### config.mk
export PLATFORM = sky130hd
export DESIGN_NAME = fetch_stage
export DESIGN_NICKNAME = d
export VERILOG_FILES = /design/src/rtl/rv32i_pkg.sv /design/src/rtl/ifid_reg.sv /design/src/rtl/fetch_stage.sv
export SDC_FILE = /design/constraint.sdc
export NUM_CORES = 1
export LEC_CHECK = 0
export ABC_AREA = 1
export CELL_PAD_IN_SITES_DETAIL_PLACEMENT = 0
export CELL_PAD_IN_SITES_GLOBAL_PLACEMENT = 1
export CORE_MARGIN = 2
export CORE_UTILIZATION = 36
export DETAILED_ROUTE_END_ITERATION = 10
export GPL_ROUTABILITY_DRIVEN = 0
export PLACE_DENSITY = 0.95
export SETUP_SLACK_MARGIN = 0.5
export SLEW_MARGIN = 20
export SYNTH_ARGS = -nofsm -noshare
export SYNTH_HDL_FRONTEND = slang
export SYNTH_SLANG_ARGS = --single-unit
export TNS_END_PERCENT = 20
### constraint.sdc
create_clock -name clk -period 4.92 [get_ports clk]
set_clock_uncertainty 0.05 [all_clocks]
set_input_delay 1.23 -clock clk [delete_from_list [all_inputs] [get_ports clk]]
set_output_delay 1.23 -clock clk [all_outputs]
set_load 0.1 [all_outputs]
### src/rtl/rv32i_pkg.sv
// rtl/rv32i_pkg.sv - shared RV32I widths, constants and fetch FSM encodings
package rv32i_pkg;

  localparam int unsigned XLEN = 32;

  localparam logic [XLEN-1:0] NOP_INSTR_WORD   = 32'h0000_0013;
  localparam logic [XLEN-1:0] RESET_PC_DEFAULT = 32'h0000_0000;

  typedef enum logic {
    FETCH_REQ  = 1'b0,
    FETCH_HELD = 1'b1
  } fetch_state_t;

  typedef enum logic [1:0] {
    IFID_HOLD   = 2'd0,
    IFID_LOAD   = 2'd1,
    IFID_BUBBLE = 2'd2
  } ifid_ctrl_t;

  function automatic logic [XLEN-1:0] pc_next(input logic [XLEN-1:0] pc);
    return pc + 32'd4;
  endfunction

endpackage

### src/rtl/ifid_reg.sv
// rtl/ifid_reg.sv - IF/ID pipeline register with load, hold and bubble controls
module ifid_reg
  import rv32i_pkg::*;
#(
  parameter logic [XLEN-1:0] NOP_INSTR = NOP_INSTR_WORD
) (
  input  logic            clk,
  input  logic            rst,
  input  ifid_ctrl_t      ctrl,
  input  logic [XLEN-1:0] load_pc,
  input  logic [XLEN-1:0] load_instr,
  output logic [XLEN-1:0] pc,
  output logic [XLEN-1:0] instr,
  output logic            valid
);

  always_ff @(posedge clk) begin
    if (rst) begin
      pc    <= '0;
      instr <= NOP_INSTR;
      valid <= 1'b0;
    end else begin
      case (ctrl)
        IFID_LOAD: begin
          pc    <= load_pc;
          instr <= load_instr;
          valid <= 1'b1;
        end
        // A bubble keeps the PC it would have carried, so debug traces stay ordered.
        IFID_BUBBLE: begin
          pc    <= load_pc;
          instr <= NOP_INSTR;
          valid <= 1'b0;
        end
        default: begin
          pc    <= pc;
          instr <= instr;
          valid <= valid;
        end
      endcase
    end
  end

endmodule

### src/rtl/fetch_stage.sv
// rtl/fetch_stage.sv - instruction fetch stage: PC, REQ/HELD FSM, hold buffer, optional FETCH_PERF_COUNT_EN counters
module fetch_stage
  import rv32i_pkg::*;
#(
  parameter logic [XLEN-1:0] RESET_PC  = RESET_PC_DEFAULT,
  parameter logic [XLEN-1:0] NOP_INSTR = NOP_INSTR_WORD
) (
  input  logic            clk,
  input  logic            rst,
  input  logic            PCWrite,
  input  logic            IFIDWrite,
  input  logic            Flush,
  input  logic [XLEN-1:0] jump_target,
  output logic            imem_req,
  output logic [XLEN-1:0] imem_addr,
  input  logic [XLEN-1:0] imem_rdata,
  input  logic            imem_ready,
  output logic [XLEN-1:0] IFID_PC,
  output logic [XLEN-1:0] IFID_Instr,
  output logic            IFID_Valid,
  output logic [XLEN-1:0] stall_count,
  output logic [XLEN-1:0] flush_count
);

  fetch_state_t    state_q, state_d;
  logic [XLEN-1:0] pc_q, pc_d;
  logic [XLEN-1:0] buf_pc_q, buf_instr_q;
  logic            buf_load;
  logic            stall;
  ifid_ctrl_t      ifid_ctrl;
  logic [XLEN-1:0] ifid_load_pc, ifid_load_instr;

  assign stall     = !(PCWrite && IFIDWrite);
  assign imem_addr = pc_q;
  assign imem_req  = (state_q == FETCH_REQ) && !rst;

  always_ff @(posedge clk) begin
    if (rst) begin
      state_q     <= FETCH_REQ;
      pc_q        <= RESET_PC;
      buf_pc_q    <= '0;
      buf_instr_q <= '0;
    end else begin
      state_q <= state_d;
      pc_q    <= pc_d;
      if (buf_load) begin
        buf_pc_q    <= pc_q;
        buf_instr_q <= imem_rdata;
      end
    end
  end

  always_comb begin
    state_d         = state_q;
    pc_d            = pc_q;
    buf_load        = 1'b0;
    ifid_ctrl       = IFID_HOLD;
    ifid_load_pc    = pc_q;
    ifid_load_instr = imem_rdata;

    // Flush beats stall and drops any response or buffered word this cycle.
    if (Flush) begin
      ifid_ctrl = IFID_BUBBLE;
      pc_d      = jump_target;
      state_d   = FETCH_REQ;
    end else begin
      case (state_q)
        FETCH_REQ: begin
          if (imem_ready) begin
            if (!stall) begin
              ifid_ctrl = IFID_LOAD;
              pc_d      = pc_next(pc_q);
            end else begin
              buf_load = 1'b1;
              state_d  = FETCH_HELD;
            end
          end else if (!stall) begin
            ifid_ctrl = IFID_BUBBLE;
          end
        end
        FETCH_HELD: begin
          if (!stall) begin
            ifid_ctrl       = IFID_LOAD;
            ifid_load_pc    = buf_pc_q;
            ifid_load_instr = buf_instr_q;
            pc_d            = pc_next(pc_q);
            state_d         = FETCH_REQ;
          end
        end
        default: state_d = FETCH_REQ;
      endcase
    end
  end

  ifid_reg #(
    .NOP_INSTR(NOP_INSTR)
  ) u_ifid_reg (
    .clk       (clk),
    .rst       (rst),
    .ctrl      (ifid_ctrl),
    .load_pc   (ifid_load_pc),
    .load_instr(ifid_load_instr),
    .pc        (IFID_PC),
    .instr     (IFID_Instr),
    .valid     (IFID_Valid)
  );

`ifdef FETCH_PERF_COUNT_EN
  logic [XLEN-1:0] stall_count_q, flush_count_q;

  always_ff @(posedge clk) begin
    if (rst) begin
      stall_count_q <= '0;
      flush_count_q <= '0;
    end else begin
      if (stall && !Flush) stall_count_q <= stall_count_q + 32'd1;
      if (Flush)           flush_count_q <= flush_count_q + 32'd1;
    end
  end

  assign stall_count = stall_count_q;
  assign flush_count = flush_count_q;
`else
  assign stall_count = '0;
  assign flush_count = '0;
`endif

endmodule

==> flow_metrics.py, run 1 <==
metrics = {
    "sta": {
        "grt_setup_unrepaired": "no",
        "fin_setup_tns_ns": 0,
        "setup_viol": 0,
        "whs_ns": 0.402,
        "slew_headroom_pct": 31.2,
        "hold_violations": 0,
        "worst_slew_pin_slew_ns": 1.03,
        "slew_violations": 0,
        "fmax_mhz": 269,
        "period_share_pct": 75.5,
        "fin_crit_ns": 3.72,
    },
    "die": {
        "die_w_um": 149,
        "dieArea_sq_um": 22200,
        "core_area_sq_um": 20800,
        "core.rowCount": 53,
        "die_height_um": 149,
        "boundaryPins": 232,
        "initial_core_util_pct": 36.4,
    },
    "cts": {
        "post_cts_buffers": 0,
        "cts_tree": "done",
        "path_clk_slew_ns": 0.06,
        "clock_path_buffers": 2,
        "cts_resized": 0,
        "cts_buffers": 17,
        "ctsRootBufferMaster": "clkbuf_16",
        "cts_hold_buf": 0,
        "htreeDepth": 4,
        "clock-sinks": 162,
        "clk_latency_ns": 0.42,
    },
    "final_layout": {
        "stdcell_count": 1464,
        "syn_to_final_growth_pct": 28.9,
        "drive_gt1_share_pct": 5.30,
        "n_fill_cell": 2085,
        "finalNetCount": 1249,
        "post-route-util_pct": 47.0,
        "antenna_cells": 0,
    },
    "drt": {
        "antenna_left": 0,
        "drt_iter0_markers": 398,
        "dr.pass1.iters": 6,
        "drt_wl_total_um": 21000,
        "avgViaCountPerCell": 4.92,
        "num_vias": 7204,
        "drc": 0,
        "wire_per_inst_um": 14.3,
    },
    "worst_hold_path": {
        "hold_path.class": "reg -> reg",
    },
    "synthesis": {
        "synth.top_cell.area_share_pct": 42.8,
        "syn_area_sq_um": 7580,
        "synth_cells": 1047,
        "synth_top_area_cell": "dfxtp_1",
        "synth_area_per_cell_sq_um": 7.24,
        "synth_cell_types": 30,
        "ys_seq_area_share_pct": 42.8,
        "yosys_warnings": 0,
        "synth.area.top_cells": "dfxtp_1 43%, nand2_1 9.5%, a21oi_1 9.0%, o21ai_0 8.6%, buf_4 7.1%",
        "synth-seq-cells": 162,
    },
    "power_and_ir_drop": {
        "power_frac_seq_pct": 37.4,
        "p_int_uw": 2520,
        "power_uw": 3910,
        "power.density_nw_per_um2": 400,
        "switching_share_pct": 35.5,
        "clockPowerShare_pct": 36.5,
        "switchingPower_uw": 1390,
        "ir_drop_uv": 214,
        "pwr-share-comb_pct": 26.0,
        "leakage_uw": 0.00375,
    },
    "setup_path": {
        "cp-start-kind": "input port",
        "crit_type": "in -> reg",
        "arrival_ns": 3.95,
        "worstSetupEndpointType": "register",
        "required_ns": 5.15,
        "cp_max_fo": 12,
    },
    "global_routing": {
        "antenna_found_initial": 0,
        "grt_first_pass_wirelength_um": 33200,
        "overflow": 0,
        "grt.total_usage_pct": 18.8,
        "grt_pass1_vias": 6426,
        "grt_start_max_net_pins": 77,
    },
    "placement": {
        "dp.cells": 1433,
        "io_buffers": 167,
        "place_hpwl_um": 14500,
    },
    "outcome": {
        "status": "completed",
    },
    "run": {
        "drv_cap": 0,
    },
}
[cell usage after synthesis, drive strengths merged]
| library cell | count |
|---|---|
| xnor2 | 2 |
| nand4 | 3 |
| buf | 85 |
| nor2 | 109 |
| xor2 | 8 |
| dfxtp | 162 |
| o211ai | 20 |
| conb | 1 |
| clkbuf | 45 |
| a21oi | 136 |
| ha | 2 |
| nand2 | 194 |
| and2 | 2 |
| o22ai | 2 |
| a22oi | 12 |
| mux2i | 10 |
| nor3 | 3 |
| nand3 | 25 |
| inv | 72 |
| a31oi | 9 |
| a221oi | 1 |
| o21ai | 144 |
[power by group through the flow]
| stage | logic [uW] | registers [uW] | clock network, uW |
|---|---|---|---|
| final | 1020 | 1460 | 1430 |
| after global routing | 1070 | 1480 | 1520 |
| after CTS | 1020 | 1460 | 1460 |
| after detailed placement | 1020 | 1490 | 0 |
| after global placement | 1010 | 1490 | 0 |
| after floorplan | 463 | 1850 | 0 |
[cell families after synthesis]
family / synth area share, %
compound gates: 22.7
xor+xnor: 1.15
fa+ha+maj: 0.330
buf+inv: 13.8
flops: 42.8
mux: 1.32
other cells: 0.0494
simple gates: 17.9
[layer usage]
| metal | vias to the layer above | share of wire [%] | track usage [%] | routed length [um] |
|---|---|---|---|---|
| met5 | - | 0 | 0 | 0 |
| met4 | 0 | 2.5 | 7.24 | 518 |
| met3 | 41 | 7.7 | 3.73 | 1610 |
| met2 | 294 | 45 | 29.6 | 9390 |
| met1 | 3278 | 45 | 25.5 | 9440 |
| li1 | 3591 | - | - | - |
[layout make-up]
| type | instances | area [sq um] | share of cell area (%) |
|---|---|---|---|
| Multi-Input combinational cell | 746 | 3540 | 36.2 |
| Sequential cell | 162 | 3240 | 33.2 |
| Timing Repair Buffer | 178 | 1750 | 17.9 |
| Clock buffer | 21 | 450 | 4.61 |
| Tap cell | 275 | 344 | 3.52 |
| Inverter | 72 | 272 | 2.78 |
| Clock inverter | 10 | 183 | 1.87 |
[flip-flops by register name (all words and copies together), names as in the netlist]
signal / count
buf_instr_q: 32
buf_pc_q: 32
imem_addr: 32
state_q: 1
u_ifid_reg.instr: 32
u_ifid_reg.pc: 32
u_ifid_reg.valid: 1
[metrics by stage]
stage	worst slack, ns	instance area, sq um
after floorplan	0.805	7820
after global placement	0.853	9140
after detailed placement	0.693	9140
after CTS	1.18	9780
after global routing	0.987	9780
final	1.20	9780
[critical path, stage by stage]
cell and delay, ns:
clkdlybuf4s50_1 0.49, nand2_2 0.15, nor2_4 0.23, nand2_2 0.16, ha_1 0.40, nor2_2 0.51, inv_1 0.34, a21oi_1 0.19
o21ai_1 0.09, o21ai_1 0.09, nand2_1 0.06
[cell usage in the layout (no fill, tap or decap), drive strengths merged]
cell           instances
a221oi                 1
a22oi                 12
clkinv                 3
nand4                  3
and2                   2
dfxtp                162
mux2i                 10
nor3                   3
nand3                 25
clkbuf                21
a21oi                136
xnor2                  2
o22ai                  2
bufinv                 5
o211ai                20
nor2                 109
o21ai                144
conb                  64
clkdlybuf4s50        165
ha                     2
buf                   13
clkinvlp               3
a31oi                  9
nand2                194
xor2                   8
inv                   71
[final timing paths]
path	startpoint	to	slack, ns	cells after the start
max	IFIDWrite	u_ifid_reg.instr[4]	1.20	11
min	buf_instr_q[31]	buf_instr_q[31]	0.40	2
max reg2reg	state_q	u_ifid_reg.instr[4]	2.25	10
min reg2reg	buf_instr_q[31]	buf_instr_q[31]	0.40	2
Note: power is estimated with default switching activity, not from simulation.
==> inputs of run 2 (changes only) <==
--- a/config.mk
+++ b/config.mk
@@ -9,10 +9,10 @@
 export CELL_PAD_IN_SITES_DETAIL_PLACEMENT = 0
 export CELL_PAD_IN_SITES_GLOBAL_PLACEMENT = 1
 export CORE_MARGIN = 2
-export CORE_UTILIZATION = 36
+export CORE_UTILIZATION = 30
 export DETAILED_ROUTE_END_ITERATION = 10
 export GPL_ROUTABILITY_DRIVEN = 0
-export PLACE_DENSITY = 0.95
+export PLACE_DENSITY = 0.88
 export SETUP_SLACK_MARGIN = 0.5
 export SLEW_MARGIN = 20
 export SYNTH_ARGS = -nofsm -noshare
==> constraint.sdc (replaced) <==
create_clock -name clk -period 3.3 [get_ports clk]
set_clock_uncertainty 0.05 [all_clocks]
set_input_delay 0.825 -clock clk [delete_from_list [all_inputs] [get_ports clk]]
set_output_delay 0.825 -clock clk [all_outputs]
set_load 0.1 [all_outputs]
==> run 2 against run 1 <==
Hold slack better by 0.0012 ns. Cell area down 0.72%. Combinational power up 48%. First-iteration DRC count up 11%. Non-clock buffer count up 10.
==> flow_metrics.py, run 2 (synthesis gave the netlist of run 1 again) <==
metrics = {
    "outcome": {
        "status": "completed",
    },
    "cts": {
        "ctsRootBufferMaster": "clkbuf_16",
        "post_cts_buffers": 0,
        "path_clk_slew_ns": 0.07,
        "htreeDepth": 4,
        "clk_latency_ns": 0.43,
        "cts_tree": "done",
        "cts_buffers": 17,
        "clock_path_buffers": 2,
        "cts_hold_buf": 0,
        "clock-sinks": 162,
    },
    "power_and_ir_drop": {
        "power.density_nw_per_um2": 598,
        "power_uw": 5810,
        "power_frac_seq_pct": 37.6,
        "leakage_uw": 0.00398,
        "switching_share_pct": 37.6,
        "pwr-share-comb_pct": 26.0,
        "switchingPower_uw": 2180,
        "p_int_uw": 3620,
        "ir_drop_uv": 259,
        "clockPowerShare_pct": 36.5,
    },
    "global_routing": {
        "grt_start_max_net_pins": 104,
        "grt_first_pass_wirelength_um": 34500,
        "overflow": 0,
        "grt.total_usage_pct": 16.6,
        "antenna_found_initial": 0,
        "grt_pass1_vias": 6354,
    },
    "setup_path": {
        "cp_max_fo": 38,
        "required_ns": 3.60,
        "crit_type": "in -> reg",
        "cp-start-kind": "input port",
        "worstSetupEndpointType": "register",
        "arrival_ns": 2.94,
    },
    "final_layout": {
        "stdcell_count": 1530,
        "antenna_cells": 0,
        "finalNetCount": 1259,
        "post-route-util_pct": 38.8,
        "layout_common_cells": "191 x nand2_1, 162 x dfxtp_1, 136 x a21oi_1, 131 x o21ai_0, 117 x buf_4",
        "drive_gt1_share_pct": 14.5,
        "final_common_cell": "nand2_1",
        "syn_to_final_growth_pct": 28.0,
        "n_fill_cell": 2642,
    },
    "drt": {
        "drc": 0,
        "num_vias": 7048,
        "dr.pass1.iters": 5,
        "antenna_left": 0,
        "wire_per_inst_um": 14.6,
        "avgViaCountPerCell": 4.61,
        "drt_wl_total_um": 22300,
        "drt_iter0_markers": 443,
    },
    "die": {
        "core.rowCount": 58,
        "die_w_um": 163,
        "boundaryPins": 232,
        "die_height_um": 163,
        "initial_core_util_pct": 30.3,
        "core_area_sq_um": 25000,
        "dieArea_sq_um": 26600,
    },
    "sta": {
        "hold_violations": 0,
        "slew_violations": 0,
        "fin_crit_ns": 2.64,
        "fmax_mhz": 378,
        "slew_headroom_pct": 37.9,
        "setup_viol": 0,
        "whs_ns": 0.403,
        "grt_setup_unrepaired": "yes",
        "fin_setup_tns_ns": 0,
        "period_share_pct": 80.1,
        "worst_slew_pin_slew_ns": 0.932,
    },
    "placement": {
        "io_buffers": 167,
        "place_hpwl_um": 15600,
        "dp.cells": 1498,
    },
    "worst_hold_path": {
        "hold_path.class": "reg -> reg",
    },
    "run": {
        "drv_cap": 0,
    },
}
-- run 2: changes by cell type in the layout (fill, tap and decap cells not counted), moves of 2 or more --
cell	before	now
buf_12	0	2
clkbuf_1	3	0
inv_6	0	4
bufinv_16	5	3
buf_4	12	117
clkinv_2	3	0
clkinv_4	0	3
clkdlybuf4s50_1	165	68
-- run 2: per-layer routing --
metal,GRT usage [%],up-vias,share of wire (%)
li1,-,3618,-
met2,26.4,240,46
met5,0,-,0
met4,4.71,0,1.2
met1,22.8,3174,47
met3,3.39,16,5.6
-- run 2: path summary, 6_finish.rpt --
path	startpoint	to	slack (ns)	cells after the start
setup / recovery	PCWrite	u_ifid_reg.pc[4]	0.66	10
hold / removal	buf_instr_q[0]	buf_instr_q[0]	0.40	2
setup reg to reg	state_q	u_ifid_reg.pc[4]	1.19	9
hold reg to reg	buf_instr_q[0]	buf_instr_q[0]	0.40	2
-- run 2: layout make-up --
| cell class | count | area [sq um] | area share, % |
|---|---|---|---|
| Sequential cell | 162 | 3240 | 33.4 |
| Inverter | 72 | 270 | 2.78 |
| Multi-Input combinational cell | 746 | 3540 | 36.5 |
| Clock buffer | 18 | 439 | 4.52 |
| Clock inverter | 14 | 194 | 2.00 |
| Tap cell | 330 | 413 | 4.25 |
| Timing Repair Buffer | 188 | 1600 | 16.5 |
-- run 2: worst max-delay path, cell delays in order --
cell and delay, ns:
clkdlybuf4s50_1 0.47, nand2_2 0.13, nor2_4 0.23, nand2_2 0.08
ha_1 0.33, buf_4 0.18, inv_2 0.06, buf_4 0.30
o21ai_0 0.14, a21oi_1 0.17
-- run 2: per-stage QoR --
stage               cell area [sq um]  worst slack (ns)
global route                     9710             0.449
CTS                              9700             0.507
global placement                 9070             0.125
floorplan                        7830             0.589
detailed placement               9070            0.0562
finish                           9710             0.657
-- run 2: power groups by stage --
stage	sequential [uW]	clock (uW)	combinational, uW
floorplan	2770	0	691
global placement	2220	0	1500
detailed placement	2230	0	1510
CTS	2180	2170	1520
global route	2200	2240	1590
finish	2180	2120	1510
-- run 2: what timing repair did --
item,CTS,global route
endpoints found under the hold margin,0,0
endpoints found under the setup margin,0,28
gates resized for setup,0,1
